File: config.mk
export PLATFORM = sky130hd
export DESIGN_NAME = fpa_pack_flat
export DESIGN_NICKNAME = d
export VERILOG_FILES = /design/src/rtl/fpa_pkg.sv /design/src/rtl/fpa_pack_if.sv /design/src/rtl/fpa_round.sv /design/src/rtl/fpa_pack.sv /design/src/flat_wrapper.sv
export SDC_FILE = /design/constraint.sdc
export NUM_CORES = 1
export LEC_CHECK = 0
export CORE_ASPECT_RATIO = 0.9
export CORE_MARGIN = 2
export CORE_UTILIZATION = 40
export DETAILED_ROUTE_END_ITERATION = 12
export HOLD_SLACK_MARGIN = 0.15
export PLACE_DENSITY = 0.64
export SYNTH_ARGS = -nofsm -noshare
export SYNTH_HDL_FRONTEND = slang
export SYNTH_SLANG_ARGS = --single-unit
export TNS_END_PERCENT = 30
File: constraint.sdc
create_clock -name clk -period 2.9 [get_ports clk]
set_input_delay 0.58 -clock clk [delete_from_list [all_inputs] [get_ports clk]]
set_output_delay 0.58 -clock clk [all_outputs]
set_load 0.02 [all_outputs]
File: src/rtl/fpa_pkg.sv
// Shared constants and types for the fpa_pack normalize/round/pack back end.
// Optional flags output is controlled by FPA_PACK_FLAGS_EN (see fpa_pack.sv).
package fpa_pkg;

    localparam int EXP_W  = 8;
    localparam int FRAC_W = 23;
    localparam int MAN_W  = FRAC_W + 5;
    localparam int WORD_W = 1 + EXP_W + FRAC_W;

    // Two spare bits let the working exponent exceed 255 before saturation.
    localparam int EXP_IW = EXP_W + 2;

    localparam int CARRY_BIT  = MAN_W - 1;
    localparam int HIDDEN_BIT = MAN_W - 2;
    localparam int GUARD_BIT  = 2;
    localparam int EXP_MAX    = (1 << EXP_W) - 1;

    localparam int FLAG_OVF  = 3;
    localparam int FLAG_UNF  = 2;
    localparam int FLAG_INX  = 1;
    localparam int FLAG_ZERO = 0;

    typedef enum logic [1:0] {
        IDLE  = 2'd0,
        NORM  = 2'd1,
        ROUND = 2'd2,
        DONE  = 2'd3
    } state_t;

endpackage

File: src/rtl/fpa_pack_if.sv
// Handshake bundle between the fpa result producer and fpa_pack.
// The flags field exists only when FPA_PACK_FLAGS_EN is defined.
interface fpa_pack_if;
    import fpa_pkg::*;

    logic                in_valid;
    logic                in_ready;
    logic                in_sign;
    logic [EXP_W-1:0]    in_exp;
    logic [MAN_W-1:0]    in_mantis;

    logic                out_valid;
    logic                out_ready;
    logic [WORD_W-1:0]   out_word;
`ifdef FPA_PACK_FLAGS_EN
    logic [3:0]          flags;

    modport master (
        output in_valid, in_sign, in_exp, in_mantis, out_ready,
        input  in_ready, out_valid, out_word, flags
    );

    modport slave (
        input  in_valid, in_sign, in_exp, in_mantis, out_ready,
        output in_ready, out_valid, out_word, flags
    );
`else
    modport master (
        output in_valid, in_sign, in_exp, in_mantis, out_ready,
        input  in_ready, out_valid, out_word
    );

    modport slave (
        input  in_valid, in_sign, in_exp, in_mantis, out_ready,
        output in_ready, out_valid, out_word
    );
`endif

endinterface

File: src/rtl/fpa_round.sv
// Combinational round-to-nearest-even plus exponent adjust and IEEE packing.
// Exposes status flags only when FPA_PACK_FLAGS_EN is defined.
module fpa_round
    import fpa_pkg::*;
(
    input  logic                  sign,
    input  logic [EXP_IW-1:0]     exp,
    input  logic [HIDDEN_BIT:0]   mantis,
    output logic [WORD_W-1:0]     word
`ifdef FPA_PACK_FLAGS_EN
    ,
    output logic [3:0]            flags
`endif
);

    function automatic logic rne_inc(input logic lsb, input logic g,
                                     input logic r, input logic s);
        return g & (r | s | lsb);
    endfunction

    logic                 inc;
    logic [FRAC_W+1:0]    sum;
    logic [FRAC_W:0]      sig;
    logic [EXP_IW-1:0]    exp_r;
    logic                 ovf;
    logic [EXP_W-1:0]     exp_field;

    always_comb begin
        inc       = rne_inc(mantis[GUARD_BIT+1], mantis[GUARD_BIT],
                            mantis[GUARD_BIT-1], mantis[GUARD_BIT-2]);
        sum       = {1'b0, mantis[HIDDEN_BIT:GUARD_BIT+1]} + {{(FRAC_W+1){1'b0}}, inc};
        sig       = sum[FRAC_W:0];
        exp_r     = exp;
        // Rounding all-ones up carries out: renormalize by one place.
        if (sum[FRAC_W+1]) begin
            sig   = sum[FRAC_W+1:1];
            exp_r = exp + EXP_IW'(1);
        end
        ovf       = (exp_r >= EXP_IW'(EXP_MAX));
        exp_field = sig[FRAC_W] ? exp_r[EXP_W-1:0] : '0;
        if (ovf) begin
            word = {sign, {EXP_W{1'b1}}, {FRAC_W{1'b0}}};
        end else begin
            word = {sign, exp_field, sig[FRAC_W-1:0]};
        end
    end

`ifdef FPA_PACK_FLAGS_EN
    // Bits lost by the single right shift are already folded into the sticky bit.
    logic inexact;

    always_comb begin
        inexact            = |mantis[GUARD_BIT:0];
        flags              = '0;
        flags[FLAG_OVF]    = ovf;
        flags[FLAG_INX]    = inexact;
        flags[FLAG_UNF]    = (word[WORD_W-2 -: EXP_W] == '0) && inexact;
        flags[FLAG_ZERO]   = (word[WORD_W-2:0] == '0);
    end
`endif

endmodule

File: src/rtl/fpa_pack.sv
// Iterative normalizer (one shift per cycle) feeding an RNE rounder and packer.
// Define FPA_PACK_FLAGS_EN to add {overflow, underflow, inexact, zero} flags.
module fpa_pack
    import fpa_pkg::*;
(
    input  logic       clk,
    input  logic       rst,
    fpa_pack_if.slave  bus
);

    state_t               state_q;
    state_t               state_d;

    logic                 sign_q;
    logic [EXP_IW-1:0]    exp_q;
    logic [MAN_W-1:0]     man_q;
    logic [WORD_W-1:0]    word_q;
    logic [WORD_W-1:0]    rnd_word;

    logic                 accept;
    logic                 shift_r;
    logic                 shift_l;

`ifdef FPA_PACK_FLAGS_EN
    logic [3:0]           flags_q;
    logic [3:0]           rnd_flags;
`endif

    // Next-state and one normalize action per NORM cycle, in priority order.
    always_comb begin
        state_d = state_q;
        accept  = 1'b0;
        shift_r = 1'b0;
        shift_l = 1'b0;
        case (state_q)
            IDLE: begin
                if (bus.in_valid) begin
                    accept  = 1'b1;
                    state_d = NORM;
                end
            end
            NORM: begin
                if (man_q == '0) begin
                    state_d = ROUND;
                end else if (man_q[CARRY_BIT]) begin
                    shift_r = 1'b1;
                end else if (!man_q[HIDDEN_BIT] && (exp_q > EXP_IW'(1))) begin
                    shift_l = 1'b1;
                end else begin
                    state_d = ROUND;
                end
            end
            ROUND: begin
                state_d = DONE;
            end
            DONE: begin
                if (bus.out_ready) begin
                    state_d = IDLE;
                end
            end
            default: begin
                state_d = IDLE;
            end
        endcase
    end

    always_ff @(posedge clk) begin
        if (rst) begin
            state_q <= IDLE;
            word_q  <= '0;
`ifdef FPA_PACK_FLAGS_EN
            flags_q <= '0;
`endif
        end else begin
            state_q <= state_d;
            if (state_q == ROUND) begin
                word_q  <= rnd_word;
`ifdef FPA_PACK_FLAGS_EN
                flags_q <= rnd_flags;
`endif
            end
        end
    end

    // Operand registers; a zero exponent is treated as the subnormal exponent 1.
    always_ff @(posedge clk) begin
        if (accept) begin
            sign_q <= bus.in_sign;
            exp_q  <= (bus.in_exp == '0) ? EXP_IW'(1) : EXP_IW'(bus.in_exp);
            man_q  <= bus.in_mantis;
        end else if (shift_r) begin
            man_q  <= {1'b0, man_q[MAN_W-1:2], man_q[1] | man_q[0]};
            exp_q  <= exp_q + EXP_IW'(1);
        end else if (shift_l) begin
            man_q  <= {man_q[MAN_W-2:0], 1'b0};
            exp_q  <= exp_q - EXP_IW'(1);
        end
    end

    fpa_round u_round (
        .sign   (sign_q),
        .exp    (exp_q),
        .mantis (man_q[HIDDEN_BIT:0]),
        .word   (rnd_word)
`ifdef FPA_PACK_FLAGS_EN
        ,
        .flags  (rnd_flags)
`endif
    );

    assign bus.in_ready  = (state_q == IDLE);
    assign bus.out_valid = (state_q == DONE);
    assign bus.out_word  = word_q;
`ifdef FPA_PACK_FLAGS_EN
    assign bus.flags     = flags_q;
`endif

endmodule

File: src/flat_wrapper.sv
// flat-port wrapper written by rule: the top's interface ports become plain ports
module fpa_pack_flat import fpa_pkg::*;
  (clk, rst, bus_in_valid, bus_in_sign, bus_in_exp, bus_in_mantis, bus_out_ready, bus_in_ready, bus_out_valid, bus_out_word);
  fpa_pack_if bus_i ();
  input  logic clk;
  input  logic rst;
  input wire logic [$bits(bus_i.in_valid)-1:0] bus_in_valid;
  input wire logic [$bits(bus_i.in_sign)-1:0] bus_in_sign;
  input wire logic [$bits(bus_i.in_exp)-1:0] bus_in_exp;
  input wire logic [$bits(bus_i.in_mantis)-1:0] bus_in_mantis;
  input wire logic [$bits(bus_i.out_ready)-1:0] bus_out_ready;
  output wire logic [$bits(bus_i.in_ready)-1:0] bus_in_ready;
  output wire logic [$bits(bus_i.out_valid)-1:0] bus_out_valid;
  output wire logic [$bits(bus_i.out_word)-1:0] bus_out_word;
  assign bus_i.in_valid = bus_in_valid;
  assign bus_i.in_sign = bus_in_sign;
  assign bus_i.in_exp = bus_in_exp;
  assign bus_i.in_mantis = bus_in_mantis;
  assign bus_i.out_ready = bus_out_ready;
  assign bus_in_ready = bus_i.in_ready;
  assign bus_out_valid = bus_i.out_valid;
  assign bus_out_word = bus_i.out_word;
  fpa_pack u_core (.clk(clk), .rst(rst), .bus(bus_i));
endmodule
After elaboration in Yosys (flattened, before gate mapping)
Cells that the tools add are included.
{"block": "op_classes", "n_lt_le_gt_ge": 2, "mux": 26, "addsub": 3, "bitwise": 3, "eq_ne": 7, "n_reduce_logical": 7}
{"op": "$mux W28", "n": 3}
{"op": "$mux W10", "n": 4}
{"op": "$mux W31", "n": 1}
{"op": "$logic_not A28 Y1", "n": 1}
{"op": "$add A24 B1 Y25", "n": 1}
{"op": "$mux W24", "n": 1}
{"op": "$mux W8", "n": 2}
{"op": "$add A10 B1 Y10 const B", "n": 1}
{"op": "$ge A10 B8 Y1 const B", "n": 1}
{"op": "$gt A10 B1 Y1 const B", "n": 1}
{"op": "$mux W2", "n": 5}
{"op": "$sub A10 B1 Y10 const B", "n": 1}
{"op": "$mux W1", "n": 9}
{"op": "$logic_not A8 Y1", "n": 1}
{"op": "$pmux W2 S4", "n": 1}
{"op": "$eq A2 B2 Y1 const B", "n": 2}
{"op": "$ne A2 B2 Y1 const B", "n": 2}
{"op": "$reduce_and A4 Y1", "n": 1}
{"op": "$ne A3 B2 Y1 const B", "n": 1}
{"op": "$ne A3 B3 Y1 const B", "n": 1}
{"op": "$reduce_bool A3 Y1", "n": 1}
{"op": "$eq A2 B1 Y1 const B", "n": 1}
{"op": "$logic_not A2 Y1", "n": 1}
{"op": "$or A1 B1 Y1", "n": 2}
{"op": "other kinds (3)", "n": 3}
{"block": "totals", "regBits": 73, "wordCells": 53}

Depth between registers and ports, before layout
{"block": "depth", "depth_word": 9, "mapped_depth": 10, "mapped_depth_nobuf": 8}

Cells and area by module
A second synthesis with hierarchy kept.
{"block": "unflattened", "hier_cells": 518, "hier_area_um2": 4648.2}
{"mod": "fpa_pack", "cells_each": 337, "area_per_inst_um2": 3507.1, "n_inst": 1}
{"mod": "fpa_round", "cells_each": 181, "area_per_inst_um2": 1141.1, "n_inst": 1}

Worst setup path after synthesis
No wires, ideal clock.
{"block": "synth_path", "kind": "register -> register", "start": "register u_core.exp_q[2]", "end": "register u_core.exp_q[0], enable pin", "arrival_time_ns": 2.454, "stages_incl_launch_ff": 7, "n_path_buf": 1, "synth_period_minus_slack_ns": 2.971, "setup_slack_ns": -0.071, "path_cell_list": "edfxtp_1 buf_1 or4_1 nor3_1 a21oi_1 o221ai_1 nand2_1"}
{"block": "synth_between", "elab_chain_len": 7}
{"element": "from (decl)", "line_no": "fpa_pack.sv:15", "text": "logic [EXP_IW-1:0] exp_q;"}
{"element": "from (signal assigned)", "line_no": "fpa_pack.sv:89", "text": "exp_q <= (bus.in_exp == '0) ? EXP_IW'(1) : EXP_IW'(bus.in_exp);"}
{"element": "from (signal assigned)", "line_no": "fpa_pack.sv:93", "text": "exp_q <= exp_q + EXP_IW'(1);"}
{"element": "from (signal assigned)", "line_no": "fpa_pack.sv:96", "text": "exp_q <= exp_q - EXP_IW'(1);"}
{"element": "$gt A10 B1 Y1", "line_no": "fpa_pack.sv:47", "text": "end else if (!man_q[HIDDEN_BIT] && (exp_q > EXP_IW'(1))) begin"}
{"element": "$logic_and A1 B1 Y1", "line_no": "fpa_pack.sv:47"}
{"element": "$mux W1", "line_no": "fpa_pack.sv:47"}
{"element": "$mux W1", "line_no": "fpa_pack.sv:45", "text": "end else if (man_q[CARRY_BIT]) begin"}
{"element": "$mux W1", "line_no": "fpa_pack.sv:43", "text": "if (man_q == '0) begin"}
{"element": "$mux W1", "line_no": "fpa_pack.sv:35", "text": "case (state_q)"}
{"element": "$reduce_bool A3 Y1 (no source line)"}
Every way passes these cells.
A chain may end at the register's enable or synchronous reset.

Final worst setup path
{"block": "layout_path", "start": "register u_core.man_q[3]", "end": "register u_core.word_q[1] (netlist: u_core.bus.out_word[1])"}
{"block": "layout_between", "elab_chain_len": 6, "word_cells_on_any_way": 7, "classes_between": "1 x add/sub; 1 x order compare; 3 x mux; 2 x bitwise"}
{"element": "from (decl)", "line_no": "fpa_pack.sv:16", "text": "logic [MAN_W-1:0] man_q;"}
{"element": "from (signal assigned)", "line_no": "fpa_pack.sv:90", "text": "man_q <= bus.in_mantis;"}
{"element": "from (signal assigned)", "line_no": "fpa_pack.sv:92", "text": "man_q <= {1'b0, man_q[MAN_W-1:2], man_q[1] | man_q[0]};"}
{"element": "from (signal assigned)", "line_no": "fpa_pack.sv:95", "text": "man_q <= {man_q[MAN_W-2:0], 1'b0};"}
{"element": "$or A1 B1 Y1", "line_no": "fpa_round.sv:18", "text": "return g & (r | s | lsb);"}
{"element": "$and A1 B1 Y1", "line_no": "fpa_round.sv:18"}
{"element": "$add A24 B1 Y25 *", "line_no": "fpa_round.sv:31", "text": "sum = {1'b0, mantis[HIDDEN_BIT:GUARD_BIT+1]} + {{(FRAC_W+1){1'b0}}, inc};"}
{"element": "$mux W10", "line_no": "fpa_round.sv:35", "text": "if (sum[FRAC_W+1]) begin"}
{"element": "$ge A10 B8 Y1", "line_no": "fpa_round.sv:39", "text": "ovf = (exp_r >= EXP_IW'(EXP_MAX));"}
{"element": "$mux W31 *", "line_no": "fpa_round.sv:41", "text": "if (ovf) begin"}
{"element": "to (signal assigned)", "line_no": "fpa_pack.sv:77", "text": "word_q <= rnd_word;"}
{"element": "to (decl)", "line_no": "fpa_pack.sv:17", "text": "logic [WORD_W-1:0] word_q;"}
Every way passes the cells marked *; elsewhere a longest branch is shown, timed or not.

==> out/qor.yml <==
synth_top_area_share_pct: 26.0
clock_sinks: 73
r2r.worst_path.cells: 9
clock_skew_ns: 0.0141
grt_pass1_vias: 4017
p_total_mw: 6.33
min_period_over_period_pct: 91.9
die_y_um: 105
syn_to_final_growth_pct: 30.6
insertion_delay_ns: 0.34
holdWs_ns: 0.448
hpwl_mm: 9.23
async_flop_share_pct: 0
clk_pin_slew_ns: 0.06
yosysTopAreaCell: "edfxtp_1"
rrSetupSlack_ns: 0.23
drt-total-wl_mm: 12.6
syn_avg_cell_area_um2: 8.34
power-per-cell-area_nw_per_um2: 1070
synth_cell_types: 58
start_util_pct: 41.4
layout_commonest_cell: "nand2_1"
arrival_ns: 2.88
maxCapViolCount: 0
period_needed_ns: 2.67
ios: 75
leakagePower_nw: 2.07
grt_pass1_wl_mm: 20.4
syn_nets: 590
via_per_inst: 5.58
synthesis.area_um2: 4510
die_x_um: 116
drc: 0
ys_warn_count: 0
h-tree-depth: 3
diodes: 0
seq_area_frac_synth_pct: 41.1
io_buffers: 74
critPathCapture: "u_core.bus.out_word[1]$_SDFFE_PP0P_"
drive_gt1_share_pct: 13.7
die-area_um2: 12100
slowest_stage: "or4_4"
hold_violations: 0
timing.rr.end: "u_core.bus.out_word[1]$_SDFFE_PP0P_"
rows: 36
antenna_found_initial: 0
dr.pass1.iters: 6
rsz0062_at_grt: "no"
drv_slew: 0
clock-root-buffer: "clkbuf_16"
critPathMaxStageDelay_ns: 0.57
coreArea_um2: 10900
status: "finished, final reports clean"
relSlewSlack_pct: 51.8
peakVddDrop_mv: 0.436
globalplace.congestion: 0.873
finalNonFillerCells: 786
grt-ovfl-total: 0
nets: 678
avgRoutedWirePerCell_um: 16.0
final-setup-viol-count: 0
critPathLaunchType: "register"
synth_edf_count: 39
drtAntennaViolNets: 0
place_inst: 768
postSynthCellCount: 541
synth_ff_type: "edfxtp_1"
end_kind: "register"
path_cells: "and2_1 > ha_1 > nand4_1 > or4_4 > a211oi_1 > a21oi_2 > or3_1 > buf_4 > a22o_1"
cts_buffer_depth: 2
final_cell_mix: "nand2_1, clkdlybuf4s50_1, nor2_1"
min_path_type: "reg2reg"
synth.area.top_cells: "edfxtp_1, dfxtp_1, nand2_1, nor2_1, a31oi_1"
cp_data_required_time_ns: 3.12
finalSetupTns_ns: 0
max_slew.worst_pin.slew_ns: 0.717
cts_made_buffers: 9
grt_max_degree: 39
crit_path_max_fanout: 9
crit_type: "reg2reg"
fmax_mhz: 375
reg2reg_from: "u_core.man_q[3]$_DFFE_PP_"
drt_iter0_drc: 403
cts_tree: "yes"
ys_ff_latch: 73
grt_use_total_pct: 21.1
via_count: 4383
critPathLaunch: "u_core.man_q[3]$_DFFE_PP_"
hold_buffers: 0
## worst max-delay path, delay by kind of cell (launching register included)
| kind | cells | cell delay [ns] |
|---|---|---|
| and+or+nand+nor | 4 | 1.26 |
| AOI/OAI and AO/OA | 3 | 0.56 |
| DFF | 1 | 0.34 |
| buffers and inverters | 1 | 0.20 |
| adders and majority gates | 1 | 0.18 |
## how the worst min path moves through the flow
stage	start	endpoint	depth (start not counted)
floorplan	u_core.sign_q$_DFFE_PP_	u_core.bus.out_word[31]$_SDFFE_PP0P_	2
global placement	u_core.bus.out_word[7]$_SDFFE_PP0P_	u_core.bus.out_word[7]$_SDFFE_PP0P_	2
detailed placement	u_core.bus.out_word[14]$_SDFFE_PP0P_	u_core.bus.out_word[14]$_SDFFE_PP0P_	2
CTS	u_core.bus.out_word[14]$_SDFFE_PP0P_	u_core.bus.out_word[14]$_SDFFE_PP0P_	2
global route	u_core.bus.out_word[14]$_SDFFE_PP0P_	u_core.bus.out_word[14]$_SDFFE_PP0P_	2
finish	u_core.bus.out_word[14]$_SDFFE_PP0P_	u_core.bus.out_word[14]$_SDFFE_PP0P_	2
## cell usage after synthesis, drive strengths merged (8+ instances only)
cell / instances
xor2: 12
nand2: 109
edfxtp: 39
nor2: 58
nor3: 16
nand4: 15
nand3: 16
clkbuf: 26
ha: 8
a21oi: 14
a311oi: 8
dfxtp: 34
inv: 8
o21ai: 25
xnor2: 18
o31ai: 13
a31oi: 28
nor4: 14
buf: 21
## report_power, final
group,switching [mW],internal [mW],total (mW)
Sequential,0.284,1.69,1.97
Clock,0.425,0.574,0.999
Combinational,2.03,1.33,3.36
## sequential cells by signal (all words and copies together) (netlist names)
name and flops:
u_core.bus.out_word 32, u_core.man_q 28, u_core.exp_q 10, u_core.state_q 2, u_core.sign_q 1
## area by class of cell
| cell class | count | area [um^2] |
|---|---|---|
| Clock buffer | 10 | 229 |
| Clock inverter | 6 | 33.8 |
| Fill cell | 1065 | 5010 |
| Inverter | 9 | 33.8 |
| Multi-Input combinational cell | 412 | 2420 |
| Sequential cell | 73 | 1850 |
| Tap cell | 152 | 190 |
| Timing Repair Buffer | 124 | 1130 |
## kinds of logic after synthesis
group / after synthesis / synth area share (%)
AOI/OAI and AO/OA: 109 / 17.0
xor gates and xnor gates: 30 / 5.83
adders and majority gates: 8 / 2.22
buffers and inverters: 56 / 5.60
DFF: 73 / 41.1
muxes: 1 / 0.222
and+or+nand+nor: 264 / 28.1
## timing repair
action,in CTS,in global routing
setup endpoints to repair,0,31
buffers inserted,0,2
endpoints found under the hold margin,0,0
resized for setup,0,4
## metrics by stage
step	util (%)	worst slack, ns	cell area (um^2)
2_1_floorplan	-	0.186	4510
3_3_place_gp	51.4	0.172	5600
3_5_place_dp	51.4	0.113	5600
4_1_cts	53.8	0.102	5860
5_1_grt	54.1	0.0809	5890
6_report	54.1	0.234	5890
## layer usage
layer / track usage [%] / vias up / share of wire (%)
met5: 0 / - / 0
met4: 4.93 / 0 / 1.2
met3: 4.18 / 18 / 7.9
met2: 29.7 / 184 / 41
met1: 32.9 / 2048 / 49
li1: - / 2133 / -
Power figures use the tool's default switching activity.
